**src/rtl/eth_pkg.sv**
```systemverilog
// Shared Ethernet receive-path definitions: FCS size, EtherType codes and the
// dispatcher state encoding.
package eth_pkg;

  localparam int          ETH_FCS_BYTES = 4;
  localparam logic [15:0] ETYPE_IPV4    = 16'h0800;
  localparam logic [15:0] ETYPE_ARP     = 16'h0806;

  typedef enum logic [1:0] {
    ST_IDLE = 2'd0,
    ST_ARP  = 2'd1,
    ST_IP   = 2'd2,
    ST_DROP = 2'd3
  } rx_disp_state_t;

endpackage

```
**src/rtl/byte_delay.sv**
```systemverilog
// Byte shift register. Entry 0 is the newest byte. o_dout presents the oldest
// held byte, o_count gives the occupancy, and i_flush empties the line.
module byte_delay #(
  parameter int DEPTH = 5,
  parameter int CW    = $clog2(DEPTH + 1)
) (
  input  logic          clk,
  input  logic          rst,
  input  logic          i_push,
  input  logic          i_pop,
  input  logic          i_flush,
  input  logic [7:0]    i_din,
  output logic [7:0]    o_dout,
  output logic [CW-1:0] o_count
);

  logic [7:0]    r_mem [DEPTH];
  logic [CW-1:0] r_count;

  // Shift a new byte in at the head of the line.
  // NOTE: the data entries carry no reset; r_count alone marks which entries hold real bytes.
  always_ff @(posedge clk) begin
    if (i_push) begin
      r_mem[0] <= i_din;
      for (int i = 1; i < DEPTH; i++) r_mem[i] <= r_mem[i-1];
    end
  end

  // Track occupancy. A simultaneous push and pop leaves it unchanged.
  always_ff @(posedge clk or negedge rst) begin
    if (!rst) begin
      r_count <= '0;
    end else if (i_flush) begin
      r_count <= '0;
    end else if (i_push && !i_pop && r_count != CW'(DEPTH)) begin
      r_count <= r_count + 1'b1;
    end else if (i_pop && !i_push && r_count != '0) begin
      r_count <= r_count - 1'b1;
    end
  end

  // Select the oldest valid entry.
  always_comb begin
    o_dout = r_mem[0];
    for (int i = 1; i < DEPTH; i++) begin
      if (r_count == CW'(i + 1)) o_dout = r_mem[i];
    end
  end

  assign o_count = r_count;

endmodule

```
**src/rtl/eth_rx_dispatch.sv**
```systemverilog
// Receive-side frame dispatcher. It routes each accepted frame payload to the
// ARP or IP engine, strips the FCS through a 5-byte delay line, reports length
// and source MAC, and keeps saturating outcome counters.
module eth_rx_dispatch
  import eth_pkg::*;
#(
  parameter int CNT_W = 16,
  parameter int LEN_W = 11
) (
  input  logic             clk,
  input  logic             rst,
  input  logic [7:0]       rxd,
  input  logic             busy,
  input  logic             crc_err,
  input  logic             arp_decode_valid,
  input  logic             ip_valid,
  input  logic [47:0]      sa,
  input  logic             arp_en,
  input  logic             ip_en,
  input  logic             stat_clr,
  output logic [7:0]       arp_data,
  output logic [7:0]       ip_data,
  output logic             arp_valid,
  output logic             ip_valid_o,
  output logic             arp_last,
  output logic             ip_last,
  output logic             arp_err,
  output logic             ip_err,
  output logic [LEN_W-1:0] frame_len,
  output logic [47:0]      frame_sa,
  output logic [CNT_W-1:0] cnt_ok,
  output logic [CNT_W-1:0] cnt_crc,
  output logic [CNT_W-1:0] cnt_drop
);

  // One byte more than the FCS must be held before a byte is known to be payload.
  localparam int DEPTH = ETH_FCS_BYTES + 1;
  localparam int DCW   = $clog2(DEPTH + 1);
  localparam int CAP_W = LEN_W + 1;

  rx_disp_state_t   r_state, w_state_nxt;
  logic             r_flag_q;
  logic             r_crc_base;
  logic [CAP_W-1:0] r_cap;
  logic [7:0]       r_data;
  logic             r_arp_v, r_ip_v, r_last, r_err;
  logic [LEN_W-1:0] r_len;
  logic [47:0]      r_sa;
  logic [CNT_W-1:0] r_cnt_ok, r_cnt_crc, r_cnt_drop;

  logic             w_any_flag, w_sel_flag, w_err;
  logic             w_push, w_pop, w_flush, w_start, w_emit, w_emit_last;
  logic             w_inc_ok, w_inc_crc, w_inc_drop;
  logic [7:0]       w_line_dout;
  logic [DCW-1:0]   w_line_count;
  logic [CAP_W-1:0] w_len_full;
  logic [LEN_W-1:0] w_len_sat;

  assign w_any_flag = arp_decode_valid | ip_valid;
  assign w_sel_flag = (r_state == ST_ARP) ? arp_decode_valid : ip_valid;
  assign w_err      = crc_err & ~r_crc_base;
  assign w_len_full = r_cap - CAP_W'(ETH_FCS_BYTES);
  assign w_len_sat  = w_len_full[CAP_W-1] ? '1 : w_len_full[LEN_W-1:0];

  byte_delay #(
    .DEPTH (DEPTH),
    .CW    (DCW)
  ) u_line (
    .clk     (clk),
    .rst     (rst),
    .i_push  (w_push),
    .i_pop   (w_pop),
    .i_flush (w_flush),
    .i_din   (rxd),
    .o_dout  (w_line_dout),
    .o_count (w_line_count)
  );

  // Next-state and per-cycle datapath controls.
  // NOTE: every signal gets a default first so no path leaves one unassigned and infers a latch.
  always_comb begin
    w_state_nxt = r_state;
    w_push      = 1'b0;
    w_pop       = 1'b0;
    w_flush     = 1'b0;
    w_start     = 1'b0;
    w_emit      = 1'b0;
    w_emit_last = 1'b0;
    w_inc_ok    = 1'b0;
    w_inc_crc   = 1'b0;
    w_inc_drop  = 1'b0;
    case (r_state)
      ST_IDLE: begin
        // Only a rising flag starts a frame, so a frame already in flight is skipped.
        if (w_any_flag && !r_flag_q) begin
          if (arp_decode_valid && !ip_valid && arp_en) begin
            w_state_nxt = ST_ARP;
            w_push      = 1'b1;
            w_start     = 1'b1;
          end else if (ip_valid && !arp_decode_valid && ip_en) begin
            w_state_nxt = ST_IP;
            w_push      = 1'b1;
            w_start     = 1'b1;
          end else begin
            w_state_nxt = ST_DROP;
            w_inc_drop  = 1'b1;
          end
        end
      end
      ST_ARP, ST_IP: begin
        if (!w_sel_flag || !busy) begin
          w_flush     = 1'b1;
          w_state_nxt = ST_IDLE;
          if (r_cap > CAP_W'(DEPTH)) begin
            w_pop       = 1'b1;
            w_emit      = 1'b1;
            w_emit_last = 1'b1;
            w_inc_crc   = w_err;
            w_inc_ok    = ~w_err;
          end else begin
            w_inc_drop  = 1'b1;
          end
        end else begin
          w_push = 1'b1;
          if (w_line_count == DCW'(DEPTH)) begin
            w_pop  = 1'b1;
            w_emit = 1'b1;
          end
        end
      end
      ST_DROP: begin
        if (!w_any_flag) w_state_nxt = ST_IDLE;
      end
      default: w_state_nxt = ST_IDLE;
    endcase
  end

  // FSM, frame bookkeeping and registered output stage.
  // NOTE: state is updated with non-blocking assignments so every register samples pre-edge values.
  always_ff @(posedge clk or negedge rst) begin
    if (!rst) begin
      r_state    <= ST_IDLE;
      r_flag_q   <= 1'b1;
      r_crc_base <= 1'b0;
      r_cap      <= '0;
      r_data     <= '0;
      r_arp_v    <= 1'b0;
      r_ip_v     <= 1'b0;
      r_last     <= 1'b0;
      r_err      <= 1'b0;
      r_len      <= '0;
      r_sa       <= '0;
    end else begin
      r_state  <= w_state_nxt;
      r_flag_q <= w_any_flag;
      r_arp_v  <= w_emit && (r_state == ST_ARP);
      r_ip_v   <= w_emit && (r_state == ST_IP);
      r_last   <= w_emit_last;
      r_err    <= w_emit_last & w_err;
      if (w_emit) r_data <= w_line_dout;
      if (w_start) begin
        r_sa       <= sa;
        r_crc_base <= crc_err;
        r_cap      <= CAP_W'(1);
      end else if (w_push && r_cap != '1) begin
        r_cap <= r_cap + 1'b1;
      end
      if (w_emit_last) r_len <= w_len_sat;
    end
  end

  // Saturating statistics counters; a clear pulse overrides any increment.
  always_ff @(posedge clk or negedge rst) begin
    if (!rst) begin
      r_cnt_ok   <= '0;
      r_cnt_crc  <= '0;
      r_cnt_drop <= '0;
    end else if (stat_clr) begin
      r_cnt_ok   <= '0;
      r_cnt_crc  <= '0;
      r_cnt_drop <= '0;
    end else begin
      if (w_inc_ok   && r_cnt_ok   != '1) r_cnt_ok   <= r_cnt_ok   + 1'b1;
      if (w_inc_crc  && r_cnt_crc  != '1) r_cnt_crc  <= r_cnt_crc  + 1'b1;
      if (w_inc_drop && r_cnt_drop != '1) r_cnt_drop <= r_cnt_drop + 1'b1;
    end
  end

  // The idle channel shows zero data as well as zero strobes.
  assign arp_data   = r_arp_v ? r_data : '0;
  assign ip_data    = r_ip_v  ? r_data : '0;
  assign arp_valid  = r_arp_v;
  assign ip_valid_o = r_ip_v;
  assign arp_last   = r_arp_v & r_last;
  assign ip_last    = r_ip_v  & r_last;
  assign arp_err    = r_arp_v & r_err;
  assign ip_err     = r_ip_v  & r_err;
  assign frame_len  = r_len;
  assign frame_sa   = r_sa;
  assign cnt_ok     = r_cnt_ok;
  assign cnt_crc    = r_cnt_crc;
  assign cnt_drop   = r_cnt_drop;

endmodule

```
**config.mk**
```make
export PLATFORM = sky130hd
export DESIGN_NAME = eth_rx_dispatch
export DESIGN_NICKNAME = d
export VERILOG_FILES = /design/src/rtl/eth_pkg.sv /design/src/rtl/byte_delay.sv /design/src/rtl/eth_rx_dispatch.sv
export SDC_FILE = /design/constraint.sdc
export NUM_CORES = 1
export LEC_CHECK = 0
export BUFFER_PORTS_ARGS = -buffer_cell sky130_fd_sc_hd__buf_4
export CAP_MARGIN = 20
export CELL_PAD_IN_SITES_DETAIL_PLACEMENT = 0
export CELL_PAD_IN_SITES_GLOBAL_PLACEMENT = 1
export CORE_ASPECT_RATIO = 1.1
export CORE_MARGIN = 2
export CORE_UTILIZATION = 45
export CTS_CLUSTER_DIAMETER = 30
export CTS_CLUSTER_SIZE = 8
export DETAILED_ROUTE_END_ITERATION = 16
export PLACE_DENSITY = 0.95
export SKIP_LAST_GASP = 1
export SYNTH_ARGS = -nofsm -noshare
export SYNTH_HDL_FRONTEND = slang
export SYNTH_SLANG_ARGS = --single-unit
```
**constraint.sdc**
```tcl
create_clock -name clk -period 5.7 [get_ports clk]
set_input_delay 0.57 -clock clk [delete_from_list [all_inputs] [get_ports clk]]
set_output_delay 0.57 -clock clk [all_outputs]
set_load 0.01 [all_outputs]
```
---- Yosys cells after proc, flatten, opt, wreduce, memory -nomap -nowiden ----
Memories as Yosys holds them, arrays and structs flattened.
Cells that the tools add are included.
operators by class
  $add $sub $neg .......................... 7
  $mul .................................... 0
  div/mod/pow operators ................... 0
  order comparisons ....................... 1
  equality and inequality tests ........... 15
  shifts and indexed selects .............. 0
  multiplexer cells ....................... 53
  bitwise logic cells ..................... 9
  reductions and logical operators ........ 32
operators with widths
  cell                                                                              number
  16-bit two-way mux                                                                6
  16-bit by 1-bit adder with 16-bit output, second input constant                   3
  8-bit two-way mux                                                                 6
  16-bit != test, second input constant                                             3
  1-bit two-way mux                                                                 28
  12-bit two-way mux                                                                2
  1-bit logical AND                                                                 15
  12-bit by 1-bit adder with 12-bit output, second input constant                   1
  12-bit by 3-bit greater-than comparator with 1-bit output, second input constant  1
  12-bit != test, second input constant                                             1
  12-bit by 3-bit subtractor with 12-bit output, second input constant              1
  11-bit two-way mux                                                                1
  3-bit two-way mux                                                                 3
  2-bit two-way mux                                                                 4
  2-bit nonzero test                                                                4
  1-bit zero test                                                                   7
  1-bit bitwise AND                                                                 6
  3-bit by 2-bit equality test with 1-bit output, second input constant             2
  3-bit equality test, second input constant                                        2
  2-bit != test, second input constant                                              3
  2-bit one-hot mux with 3 select lines                                             1
  3-bit nonzero test                                                                2
  2-bit equality test, second input constant                                        2
  1-bit one-hot mux with 2 select lines                                             2
  other kinds (10)                                                                  11
storage, ports and cells
  register bits ........................... 138
  latch bits .............................. 0
  RAM bits ................................ 40
  memory bits (read-only) ................. 0
  input bits .............................. 65
  logic and storage cells ................. 133
  memories kept ........................... 1
memory list
  memory        words  width  rd ports  clocked after Yosys merged registers in  wr ports  line              RTL
  u_line.r_mem  5      8      5         0                                        5         byte_delay.sv:17  logic [7:0] r_mem [DEPTH];

---- Longest topological paths before layout ----
Gate-level depths: netlist of run 1.
  word-level depth ........................ 13
  gate-level depth with buffers ........... 11
  gate-level depth less buffers ........... 11

---- Cells and area by module ----
Synthesis of run 1 repeated with hierarchy kept, for this count alone.
unflattened totals
  cell total of the unflattened synthesis .. 744
  area total of the unflattened synthesis .. 8303.0 µm²
modules (own cells, without submodules)
  module           times used  cells an instance  area an instance (µm²)
  eth_rx_dispatch  1           607                6459.9
  byte_delay       1           137                1843.0

---- Worst setup path before layout of run 1 ----
OpenSTA, ideal clock, no wires.
  path kind ............................... in2reg
  start ................................... input ip_valid
  end ..................................... register u_line.r_count[2], in the netlist u_line.o_count[2]
  library setup time ...................... 0.079 ns
  arrival ................................. 3.339 ns
  required time ........................... 5.621 ns
  setup slack ............................. 2.282 ns
  stages on the path ...................... 9
  path through ............................ nand3b_1 -> a21oi_2 -> o21ai_1 -> inv_1 -> nand3_1 -> fa_1 -> a31o_2 -> a211oi_2 -> mux2i_1
on the way
  word-level cells in the longest chain between the ends .. 10
  elaborated cells between the ends (all ways) .. 28
ends and longest elaborated chain
  what                                                            line                                           RTL
  start, declared                                                 eth_rx_dispatch.sv:16                          input logic ip_valid,
  1-bit logical AND / 1-bit zero test (equally long branches)     eth_rx_dispatch.sv:100, eth_rx_dispatch.sv:96
  1-bit logical AND, on equally long branches                     eth_rx_dispatch.sv:100, eth_rx_dispatch.sv:96
  1-bit two-way mux / 1-bit logical AND (equally long branches)   eth_rx_dispatch.sv:100, eth_rx_dispatch.sv:96
  1-bit two-way mux                                               eth_rx_dispatch.sv:96                          if (arp_decode_valid && !ip_valid && arp_en) begin
  1-bit two-way mux                                               eth_rx_dispatch.sv:95                          if (w_any_flag && !r_flag_q) begin
  1-bit one-hot mux with 2 select lines *                         eth_rx_dispatch.sv:92                          case (r_state)
  net u_line.i_push                                               byte_delay.sv:9                                input logic i_push,
  1-bit logical AND / 1-bit zero test (equally long branches)     byte_delay.sv:35, byte_delay.sv:37
  1-bit logical AND, on equally long branches                     byte_delay.sv:35, byte_delay.sv:37
  3-bit two-way mux / 1-bit logical AND (equally long branches)   byte_delay.sv:35, byte_delay.sv:37
  3-bit two-way mux / 3-bit nonzero test (equally long branches)  --
  end signal, assigned                                            byte_delay.sv:36                               r_count <= r_count + 1'b1;
  end signal, assigned                                            byte_delay.sv:38                               r_count <= r_count - 1'b1;
  end, declared                                                   byte_delay.sv:18                               logic [CW-1:0] r_count;
Mark *: on every way through the listed nets, which the timed path passes. The rest lies on a longest branch.
A chain may end at the register's enable or synchronous reset.

---- Final worst setup path of run 1 ----
  start ................................... register r_cap[6]
  end ..................................... register u_line.r_count[2], in the netlist u_line.o_count[2]
on the way
  word-level cells in the longest chain between the ends .. 9
  elaborated cells between the ends (all ways) .. 12
ends and longest elaborated chain
  what                                                         line                    RTL
  start, declared                                              eth_rx_dispatch.sv:44   logic [CAP_W-1:0] r_cap;
  start signal, assigned                                       eth_rx_dispatch.sv:166  r_cap <= r_cap + 1'b1;
  12-bit by 3-bit greater-than comparator with 1-bit output *  eth_rx_dispatch.sv:114  if (r_cap > CAP_W'(DEPTH)) begin
  1-bit two-way mux *                                          eth_rx_dispatch.sv:114
  1-bit two-way mux *                                          eth_rx_dispatch.sv:111  if (!w_sel_flag || !busy) begin
  1-bit two-way mux *                                          eth_rx_dispatch.sv:92
  1-bit zero test                                              byte_delay.sv:35        end else if (i_push && !i_pop && r_count != CW'(DEPTH)) begin
  1-bit logical AND (2 in series)                              byte_delay.sv:35
  3-bit two-way mux                                            byte_delay.sv:35
  3-bit two-way mux                                            byte_delay.sv:33        end else if (i_flush) begin
Every way passes the cells marked *; elsewhere a longest branch is shown, timed or not.

==> summary.md, run 1 <==
Hold timing on the final database bottoms out at a slack of 0.1574 ns. In the synthesized netlist the dominant register cell turns out to be sky130_fd_sc_hd__dfrtp_1. In this run the tightest slew margin relative to its limit is 26.58%.

The placeable core area was 0.01780 sq mm. For this design the static power due to leakage is 0.004538 uW. Adding up every negative setup slack in the final design gives 0 ns. The ratio of routed vias to standard cells was 5.278. In this run the deepest clock path goes through 2 buffers. 194 I/O pins were placed.

The top cell type by area accounts for 41.81% of the synthesized area. The logs give 1493 for the number of fill cells and 51 for the row count. The total power divided by cell area is 446.8 mW/mm^2. Setup repair after global routing left no endpoint under its margin. Global routing consumed, on the met3 layer, 6.270% of the routing resources. The largest single stage delay on the critical path is 0.71 ns. Global routing consumed, on the met1 layer, 24.25% of the routing resources.

The run finished with clean final reports. The number of cells on the worst reg-to-reg path is 8, and the part of the cycle the worst path needs is 63.75%. Launch point of the worst reg-to-reg path: r_cap[6].

In this run the mean area of a mapped cell was 11.30 sq um. Signed area change from the synthesized netlist to the final layout: 28.20%. The detailed router's first-iteration violation count is 337, and the proportion of synthesized flip-flops having asynchronous set or reset is 77.53%. In this run the register-to-register setup slack is 2.07 ns.

The Yosys step of the flow raised 0 warnings. The tool flagged a number of max-cap violations equal to 0. 0 antenna diodes ended up in the layout. Clock skew after layout: 0.01104 ns. The critical path in this run is classified as flop to flop.

Measured along the y axis, the die boundary spans 145.6 um. The kind of cell adding the most delay to the critical path is simple AND/OR/NAND/NOR gates. The clock drives 178 sinks.

Across the VDD grid, the largest voltage drop is 0.2981 mV. The initial core utilization is 46.06%, and the residual antenna-violating net count after detailed routing is 0. The startpoint kind of the worst setup timing path is a flop.

The global routing's busiest layer was met2. Traced cell by cell, the critical path runs through or4_4 > or4b_4 > o21ai_2 > nand3_1 > fa_1 > a31o_2 > a211oi_2 > mux2i_1. At the pin with the least slew margin, the transition time is 1.101 ns. Along the worst path, the maximum fanout reaches 23.

The clock period minus final worst setup slack is 3.634 ns, and the max-slew violation total from the final report is 0. The run gives 4697 uW as the final total power. The final hold violation count came out at 0. Global routing consumed, on the met2 layer, 32.59% of the routing resources.

For this design, the slowest cell found on the critical path is sky130_fd_sc_hd__o21ai_2. Summed over all instances, the cell type with the most area after synthesis is sky130_fd_sc_hd__dfrtp_1. The most critical setup path has its startpoint at r_cap[6]. The initial antenna violation count is 0.

Counting flops and latches in the post-synthesis netlist gives 178. TritonCTS built the clock tree. Synthesis produced a netlist whose cell count is 726. The number of instances resized during post-cts repair was 0. For this block, the routed nets add up to 18.77 mm of wire.

The logs give 6.05 ns for the required time at the endpoint of the critical path and 2.066 ns for the final worst-path setup slack. The first-pass GRT wire length came out at 30.40 mm. The tools report the library cell used as clock root buffer as sky130_fd_sc_hd__clkbuf_16. Setup violations remaining at the end of the flow were counted as 0. Detailed routing inserted a total of 6144 vias. The number of buffers and inverters on the critical path is 0.

The count of hold buffers inserted by post-cts repair is 0. Ranked by instance count, the synthesized netlist is headed by 137 x sky130_fd_sc_hd__dfrtp_1, 56 x sky130_fd_sc_hd__nand2_1, 56 x sky130_fd_sc_hd__nor2_1. Clock tree synthesis inserted a total of 17 buffers. The final weighted congestion in routability-driven placement is 0.8193.

The number of placed instances, taps included, is 1132. The end point of the critical path is u_line.o_count[2]. The clock-pin slew of the registers on the worst-case setup and hold paths is 0.07 ns. Clock latency on the worst-skew pair, taken at its later pin, is 0.43 ns. Once the clock tree was built, the setup fixing pass inserted 0 buffers.

Derived from the worst setup path, the maximum achievable clock frequency is 275.2 MHz. After synthesis, the cell types taking the most area are sky130_fd_sc_hd__dfrtp_1 42%, sky130_fd_sc_hd__edfxtp_1 15%, sky130_fd_sc_hd__mux2_2 7.3%, sky130_fd_sc_hd__xnor2_1 3.7%, sky130_fd_sc_hd__o21ai_0 2.6%. The number of cells on the critical path is 8. The largest net degree at the start of global routing is 81. The worst hold path belongs to the class input pin to async pin. The element type at the critical path end is a flop.

The count of cells in the finished layout, fillers not included, comes to 1164. The number of port buffers was 193; the area of the mapped netlist was 0.008200 sq mm. Before antenna repair, the detailed router went through 5 iterations.

Capture point of the worst reg-to-reg path: u_line.o_count[2]. Summing the sequential cell areas from Yosys gives 56.77% of the chip area. After global routing the overflow that remains totals 0.

The DRC violation count after routing was 0; the number of enable-type register cells in the synthesized netlist was 40. Synthesis produced a netlist with a net count of 805. Measured along the x axis, the die boundary spans 132.7 um. Number of global-route vias before repair: 6069. The number of H-tree levels came out at 4. Across every metal layer, demand over resource in global routing totals 19.57%. For the post-layout net count, the log shows 992. Most numerous cell in the Yosys netlist: sky130_fd_sc_hd__dfrtp_1. The routed length per placed instance works out to 16.13 um.

The share of cells above drive strength 1 came out at 31.97%. Counting distinct cell types in the post-synthesis netlist gives 56. The tools report the detailed placer's ending HPWL as 13.39 mm.

The pre-CTS setup slack was 2.067 ns; the die outline area was 0.01932 sq mm. The arrival time of data at the critical path endpoint was 3.98 ns.
## worst min-delay path by stage
stage / slack (ns) / cells past startpoint / from / to
2_1_floorplan: 0.27 / 0 / rst / arp_valid
3_3_place_gp: 0.43 / 0 / u_line.r_mem[0][17] / u_line.r_mem[0][25]
3_5_place_dp: 0.43 / 0 / u_line.r_mem[0][24] / u_line.r_mem[0][32]
4_1_cts: 0.20 / 1 / rst / frame_sa[23]
5_1_grt: 0.24 / 1 / rst / frame_sa[47]
6_report: 0.16 / 1 / rst / frame_sa[47]
## metrics by stage
step                utilization, %  instance area (sq um)
finish                       59.05                  10510
detailed placement           55.39                   9861
floorplan                        -                   8200
global route                 59.05                  10510
CTS                          59.05                  10510
global placement             55.39                   9861
## worst reg2reg max path: cells and delay by family, from the launching register on
kind / cells / cell delay (ns)
AO/OA/AOI/OAI: 3 / 1.13
multiplexers: 1 / 0.20
AND/OR/NAND/NOR: 3 / 1.32
adder cells (fa/ha/maj): 1 / 0.44
flip-flops: 1 / 0.45
## where the power goes
group	switching, uW	internal [uW]
Clock	510	787
Combinational	762	716
Sequential	245	1680
Total	1520	3180
## per-layer routing
layer,vias to the layer above,share of wire (%)
li1,2964,-
met2,181,49
met4,0,1.6
met5,-,0
met1,2977,43
met3,22,7.1
## logic make-up (layout without fill, tap and decap cells)
family	after synthesis	after routing	synth area share (%)
AOI/OAI and AO/OA	110	110	7.995
adders and majority gates	14	14	2.228
xor gates and xnor gates	42	42	4.486
muxes	72	72	9.597
and+or+nand+nor	257	257	16.22
buffers and inverters	53	253	2.700
DFF	178	178	56.77
## sequential cells by signal, indices dropped and copies added, names as in the netlist, 3 cells and up
signal and cells:
frame_sa 48, u_line.r_mem 40, cnt_crc 16, cnt_drop 16, cnt_ok 16, r_cap 12, frame_len 11, r_data 8
u_line.o_count 3
## cells in the final DEF, fill, tap and decap left out, types with 9 or more instances in the layout
cell and count:
sky130_fd_sc_hd__buf_4 197, sky130_fd_sc_hd__dfrtp_1 137, sky130_fd_sc_hd__nand2_1 56, sky130_fd_sc_hd__nor2_1 56
sky130_fd_sc_hd__mux2_2 53, sky130_fd_sc_hd__o21ai_0 43, sky130_fd_sc_hd__edfxtp_1 40, sky130_fd_sc_hd__xnor2_1 35
sky130_fd_sc_hd__a21oi_1 34, sky130_fd_sc_hd__nand3_1 26, sky130_fd_sc_hd__inv_1 23, sky130_fd_sc_hd__and2_1 23
sky130_fd_sc_hd__or3_1 19, sky130_fd_sc_hd__mux2i_1 19, sky130_fd_sc_hd__clkbuf_16 17, sky130_fd_sc_hd__nor4_1 14
sky130_fd_sc_hd__ha_1 13, sky130_fd_sc_hd__nand4_1 12, sky130_fd_sc_hd__nor3_1 11, sky130_fd_sc_hd__or4_1 9
sky130_fd_sc_hd__and3_1 9
## final cells by class
cell class / count / area, sq um / share of cell area (%)
clock inverter: 14 / 222.7 / 2.119
clock buffer: 18 / 429.2 / 4.082
sequential: 178 / 4656 / 44.29
inverter: 23 / 86.33 / 0.8212
tap: 238 / 297.8 / 2.833
multi-input combinational: 495 / 3331 / 31.68
timing repair buffer: 198 / 1490 / 14.18
No activity file was read; power rests on OpenSTA's default activity.
==> run 2, diff against run 1 <==
--- a/config.mk
+++ b/config.mk
@@ -11,11 +11,11 @@
 export CELL_PAD_IN_SITES_GLOBAL_PLACEMENT = 1
 export CORE_ASPECT_RATIO = 1.1
 export CORE_MARGIN = 2
-export CORE_UTILIZATION = 45
+export CORE_UTILIZATION = 42
 export CTS_CLUSTER_DIAMETER = 30
 export CTS_CLUSTER_SIZE = 8
 export DETAILED_ROUTE_END_ITERATION = 16
-export PLACE_DENSITY = 0.95
+export PLACE_DENSITY = 0.91
 export SKIP_LAST_GASP = 1
 export SYNTH_ARGS = -nofsm -noshare
 export SYNTH_HDL_FRONTEND = slang
==> constraint.sdc (replaced) <==
create_clock -name clk -period 3.75 [get_ports clk]
set_input_delay 0.375 -clock clk [delete_from_list [all_inputs] [get_ports clk]]
set_output_delay 0.375 -clock clk [all_outputs]
set_load 0.01 [all_outputs]
==> summary.md, run 2 (synthesis results as in run 1) <==
The die is 137.2 um wide. Across all layers, the routed design uses 6091 vias. Traced cell by cell, the critical path runs through inv_1 > ha_1 > mux2_2 > and3_1 > o21ai_1 > inv_1 > buf_4 > nand3_1 > fa_1 > a31o_2 > a211oi_2 > mux2i_1.

The sum of routed wire length over all layers is 18.48 mm. The internal power of the cells totals 4726 uW. The startpoint identified for the worst register-to-register timing path is r_state[1].

In this run the number of H-tree levels came out at 4. The worst register-to-register path has a setup slack of 0.72 ns. Static timing analysis puts the maximum clock frequency at 329.8 MHz.

In this run the worst hold path is classified as input pin to flop. Number of cells on the critical path: 12. The most critical setup path has its endpoint at u_line.o_count[2]. Number of cells on the worst reg-to-reg path: 12. The library cell used as clock root buffer was sky130_fd_sc_hd__clkbuf_16. The register share of total power is 41.1%, and the ratio of routed vias to standard cells is 5.166. The die outline area was 0.02066 sq mm; the initial antenna violation count was 0.

For the initial core utilization, the log shows 42.94%. Setup violations remaining at the end of the flow were counted as 0. The die is 150.6 um tall.

The slowest stage of the critical path belongs to the cell sky130_fd_sc_hd__fa_1. Across the run, the number of max-cap violations was 0. The worst setup path is captured at a flop.

The share of cells above drive strength 1 was 32.22%. After clock tree synthesis, the clock-pin slew on the worst setup and hold paths is 0.07 ns. Before CTS, the worst setup slack after placement is 0.7363 ns. The detailed-routing iteration count for the pre-antenna-repair pass came out at 4. The library cell used most frequently in the layout, excluding fill and tap cells, is sky130_fd_sc_hd__buf_4.

Entering global routing, the biggest net connects 110 pins. In this run the count of I/O pins placed on the die edge is 194. The tools report the final hold violation count as 0.

The logs give 0 for the max-slew violation total from the final report and 0 for the DRC violation count after routing. The capture point of the worst reg-to-reg path was u_line.o_count[2]. In the layout the commonest cells are 199 x sky130_fd_sc_hd__buf_4, 137 x sky130_fd_sc_hd__dfrtp_1, 56 x sky130_fd_sc_hd__nand2_1, 56 x sky130_fd_sc_hd__nor2_1, 53 x sky130_fd_sc_hd__mux2_2. The number of clock buffers inserted by TritonCTS is 17.

For this run, the post-layout net count is 997. The first-pass GRT wire length was 30.32 mm. Data on the critical path arrives at its endpoint at 3.38 ns. The congestion estimate from routability-driven global placement came to 0.8349. Number of global-route vias before repair: 6015. In this run the deepest clock path goes through 2 buffers. The count of nets left with antenna violations once routing finished came out at 0. The cell that appears most often on the critical path is sky130_fd_sc_hd__inv_1. The run gives 0 ns as the summed negative setup slack over all endpoints. The tightest hold path in the finished design has a slack of 0.1206 ns. The number of port buffers was 193. The total congestion overflow was 0. In this run switching power makes up 32.62% of total power. The setup fix buffers added after clock tree synthesis is 0, and the static power due to leakage is 0.004554 uW. Once layout is done, the placed cells without fillers occupy 0.01057 sq mm. The detailed router finished its first iteration with 334 violations.

In the final routed layout, each cell accounts on average for 15.68 um. The region available for standard cell placement spans 0.01910 sq mm. In this run the power density over the cells is 663.8 mW/mm^2. The worst setup path is of the flop to flop kind. Once detailed placement completed, the half-perimeter wirelength came to 13.13 mm.

TritonCTS built the clock tree. The share of total power dissipated in the clock network is 26.2%. Combinational logic is responsible for 32.7% of the overall power. Row generation in the floorplan step produced 53 rows.

The required time at the endpoint of the critical path came out at 4.09 ns. The analysis attributes to net switching a power of 2288 uW. The worst-margin pin slew is 0.7752 ns, and the clock latency of the later-clocked register in the worst-skew pair is 0.43 ns.

The sink count of the clock tree was 178; the clock skew after layout was 0.008802 ns. The signed area change from the synthesized netlist to the final layout is 28.85%. In this design, the stage delay of the slowest critical-path cell is 0.41 ns.

For this run, the total global-route usage over all layers was measured as 18.60%. In this run the cell area measured after placement is 0.009887 sq mm. Counting I/O delays and the setup requirement, the final critical path takes 3.032 ns. Setup repair after global routing left no endpoint under its margin. Kind of cell adding the most delay to the critical path: adder cells. The final worst-path setup slack was 0.7178 ns. The register with the most flip-flops in the layout has 48 of them. The most critical setup path has its startpoint at r_state[1]. The count of buffer and inverter cells on the critical path was 3. The worst setup path is launched from a flop. In the finished design, the share of the clock period the worst path needs comes to 80.86%. Measured against its own limit, the worst slew margin works out to 48.27%.

The largest fanout on the critical path is 24, and the highest ir drop seen on vdd is 0.3987 mV. The flow ran to the end, and the final reports show no timing, DRC or antenna violations.
==> run 2: cell types whose count changed in the layout (fill, tap and decap cells not counted), sizes merged <==
cell | before | now
buf | 198 | 202
bufinv | 5 | 2
clkbuf | 18 | 20
clkinv | 3 | 4
clkinvlp | 0 | 1
diode | 0 | 1
dlygate4sd3 | 0 | 1
inv | 29 | 28
==> run 2: power by group through the flow <==
stage | sequential, uW | combinational (uW) | clock (uW)
final | 2890 | 2290 | 1830
after global routing | 2960 | 2520 | 1960
after CTS | 2930 | 2260 | 1870
after detailed placement | 2960 | 2250 | 0
after global placement | 2920 | 2220 | 0
after floorplan | 3000 | 1220 | 0
==> run 2: worst min-delay path by stage <==
stage	startpoint	end	depth (start not counted)
2_1_floorplan	rst	arp_valid	0
3_5_place_dp	u_line.r_mem[0][13]	u_line.r_mem[0][21]	0
5_1_grt	rxd[1]	u_line.r_mem[0][1]	1
6_report	rxd[1]	u_line.r_mem[0][1]	1
3_3_place_gp	u_line.r_mem[0][19]	u_line.r_mem[0][27]	0
4_1_cts	rxd[1]	u_line.r_mem[0][1]	1
==> run 2: layer usage <==
| layer | vias to the layer above | routed length, um | global-route usage [%] |
|---|---|---|---|
| li1 | 2972 | - | - |
| met1 | 2921 | 7978 | 23.97 |
| met2 | 179 | 8858 | 29.85 |
| met3 | 19 | 1447 | 6.801 |
| met4 | 0 | 200 | 4.588 |
| met5 | - | 0 | 0 |
==> run 2: layout make-up <==
cell class	instances	area [sq um]
Clock buffer	20	467.9
Multi-Input combinational cell	495	3331
Clock inverter	12	143.9
Inverter	23	86.33
Tap cell	247	309.0
Antenna cell	1	2.502
Fill cell	1665	8532
Timing Repair Buffer	203	1570
Sequential cell	178	4656
==> run 2: repair_timing <==
item / CTS / global route
setup endpoints to repair: 0 / 0
hold buffers: 0 / 1
endpoints found under the hold margin: 0 / 47
resized for setup: 0 / 0
==> run 2: stage by stage <==
step           std cells  utilization (%)  power (uW)
3_5_place_dp        1143            51.77        5211
5_1_grt             1178            55.31        7446
4_1_cts             1175            54.97        7064
2_1_floorplan        726                -        4225
3_3_place_gp        1143            51.77        5143
6_report            1179            55.33        7014
==> run 3, diff against run 2 <==
==> constraint.sdc (replaced) <==
create_clock -name clk -period 2.8 [get_ports clk]
set_input_delay 0.28 -clock clk [delete_from_list [all_inputs] [get_ports clk]]
set_output_delay 0.28 -clock clk [all_outputs]
set_load 0.01 [all_outputs]
==> summary.md, run 3 (synthesis results as in run 1) <==
Sequential cells burn 40.2% of the power. The tools report the total congestion overflow as 0. The worst-margin pin slew was 0.7429 ns.

In this run the worst path has a maximum fanout of 2. The flip-flop count of the largest register after layout came out at 48. Clock tree synthesis selected as its root buffer the cell sky130_fd_sc_hd__clkbuf_16. The tools report the number of global-route vias before repair as 6420. The run finished with clean final reports.

The total power divided by cell area is 892.5 mW/mm^2. The worst setup path is launched from a flop. The run gives 178 as the sink count of the clock tree. The logs give 0.003373 sq mm for the total area of multi-input combinational cells and 19.72% for the global-route total usage across every layer. The total vias in the final route was 6222; the highest ir drop seen on vdd was 0.6352 mV. The most common library cell in the layout ignoring fill and taps was sky130_fd_sc_hd__buf_4. The worst path uses 96.63% of the clock period. The tools report the internal power contribution as 6472 uW.

The die covers 0.02066 sq mm. During placement, the flow inserted port buffers numbering 193. Clock-pin slew was measured on the worst setup and hold paths at 0.06 ns. The largest individual stage delay along the critical path comes from the cell sky130_fd_sc_hd__or4_4.

The logs give 0 for the final hold violation count and 42.94% for the initial core utilization. The logs give 0.004648 uW for the static power due to leakage and 0 for the count of max-cap constraint violations. The floorplan die width is 137.2 um, and the final setup violation count is 0.

Row generation in the floorplan step produced 53 rows. The number of antenna cells inserted was 0; the y dimension of the die was 150.6 um. At the worst endpoint, the arrival time is 3.06 ns. The logs give 0.01910 sq mm for the placeable core area and 0 for the initial antenna violation count. STA classifies the critical path endpoint as a flop. The library cells used most frequently in the layout, excluding fill and tap cells, are 219 x sky130_fd_sc_hd__buf_4, 137 x sky130_fd_sc_hd__dfrtp_1, 56 x sky130_fd_sc_hd__nand2_1, 56 x sky130_fd_sc_hd__nor2_1, 52 x sky130_fd_sc_hd__mux2_2. In this run the remaining antenna-violating nets after routing total 0. On the final layout, the worst clock skew is 0.01174 ns. The sum of routed wire length over all layers was 19.42 mm; the clock period minus final worst setup slack was 2.706 ns.

Dividing the detail-routed wire length by the instance count gives 16.23 um. The path type of the worst setup path was flop to flop. Summing all flip-flop and latch instances after layout gives 0.004656 sq mm. Setup repair after global routing could not meet its margin everywhere. The count of non-filler cells in the finished layout is 1197. In this run, the combinational gates consume 33.8% of the power. The required time at the endpoint of the critical path came out at 3.15 ns. For this run, the top clock speed supported by timing is 369.6 MHz. The first global-routing pass estimated 31.98 mm of wire. The final worst-path setup slack was 0.09429 ns. Switching power: 3106 uW. The stage delay of the slowest cell on the critical path works out to 0.53 ns. The pre-CTS setup slack is 0.02747 ns, and the number of fill cells is 1685. The signal on the critical path passes through or4_4 > or4b_4 > o21ai_4 > nand3_2 > fa_2 > a31o_2 > a211oi_2 > mux2i_1.

TritonCTS built the clock tree. The run gives 194 as the number of primary I/O pins. In this run switching power makes up 32.42% of total power. The clock power share came out at 25.9%.

The tools report the total placed cells including tap cells as 1164. For this run, the detailed router's first-pass iteration total came to 4. The post-route netlist has 34.42% of its cells at a drive strength greater than 1. The worst-case headroom to the max-slew limit came out at 50.48%.

The detailed router's first-iteration violation count was 338. In the routed layout, each cell is associated on average with a via count of 5.198. The later pin in the worst-skew pair is clocked with a latency of 0.43 ns.

The number of H-tree levels is 4, and the signed area change from the synthesized netlist to the final layout is 30.87%. The detailed placer's ending HPWL is 13.89 mm, and the max-slew violation total from the final report is 0. The tightest min-delay check is of the input pin to flop type. The clock passes through at most 2 buffers. At the end of routability-driven placement, the weighted congestion stood at 0.8350.

The tools report the number of clock buffers inserted by TritonCTS as 17. The post-layout net count was 1016. The number of instances resized during post-cts repair came out at 0. The DRC violation count after routing was 0.

Entering global routing, the biggest net connects 62 pins.
[run 3: worst max-delay path, delay by kind of cell, from the launching register on]
family                   cells  cell delay, ns
AND/OR/NAND/NOR              3            1.14
AO/OA/AOI/OAI                3            0.59
flip-flops                   1            0.37
adder cells (fa/ha/maj)      1            0.34
multiplexers                 1            0.20
[run 3: path summary, 6_finish.rpt]
| path | startpoint | to | slack [ns] | cells past startpoint |
|---|---|---|---|---|
| worst max-delay path | r_cap[7] | u_line.o_count[2] | 0.09 | 8 |
| worst min-delay path | rxd[4] | u_line.r_mem[0][4] | 0.03 | 1 |
| worst max register to register | r_cap[7] | u_line.o_count[2] | 0.09 | 8 |
| worst min register to register | u_line.r_mem[0][28] | u_line.r_mem[0][36] | 0.45 | 0 |
| max in group asynchronous | rst | r_cap[11] | 1.62 | 3 |
| min in group asynchronous | rst | cnt_ok[6] | 0.36 | 2 |
[run 3: metal layers]
layer	track usage (%)	part of all wire, %	vias to the layer above
met3	6.330	7.9	14
met2	33.31	50	184
met4	5.515	0.89	0
met1	24.21	41	3020
met5	0	0	-
li1	-	-	3004
[run 3: metrics by stage]
| stage | cell area [sq um] | total power, uW | setup TNS (ns) | util, % | hold WS (ns) |
|---|---|---|---|---|---|
| after detailed placement | 10100 | 7166 | 0 | 52.90 | 0.2647 |
| after floorplan | 8253 | 5720 | -0.2966 | - | -0.01559 |
| after global routing | 10730 | 10150 | -0.01437 | 56.19 | 0.01316 |
| after global placement | 10100 | 7035 | 0 | 52.90 | 0.2601 |
| after CTS | 10730 | 9691 | 0 | 56.19 | 0.01620 |
| final | 10730 | 9578 | 0 | 56.19 | 0.03402 |
[run 3: repair_timing]
item | CTS | global route
hold buffers | 1 | 0
endpoints found under the setup margin | 0 | 1
endpoints found under the hold margin | 47 | 0
setup buffers | 0 | 0
[run 3: power groups by stage]
| stage | clock, uW | combinational [uW] | sequential (uW) |
|---|---|---|---|
| after floorplan | 0 | 1700 | 4020 |
| after global routing | 2660 | 3540 | 3950 |
| after CTS | 2550 | 3280 | 3870 |
| final | 2490 | 3240 | 3850 |
| after detailed placement | 0 | 3260 | 3900 |
| after global placement | 0 | 3180 | 3860 |
[run 3: area by class of cell]
class	instances	share of cell area [%]
Clock inverter	13	1.434
Timing Repair Buffer	222	15.70
Clock buffer	19	4.326
Inverter	23	0.8395
Sequential cell	178	43.38
Multi-Input combinational cell	495	31.43
Tap cell	247	2.880
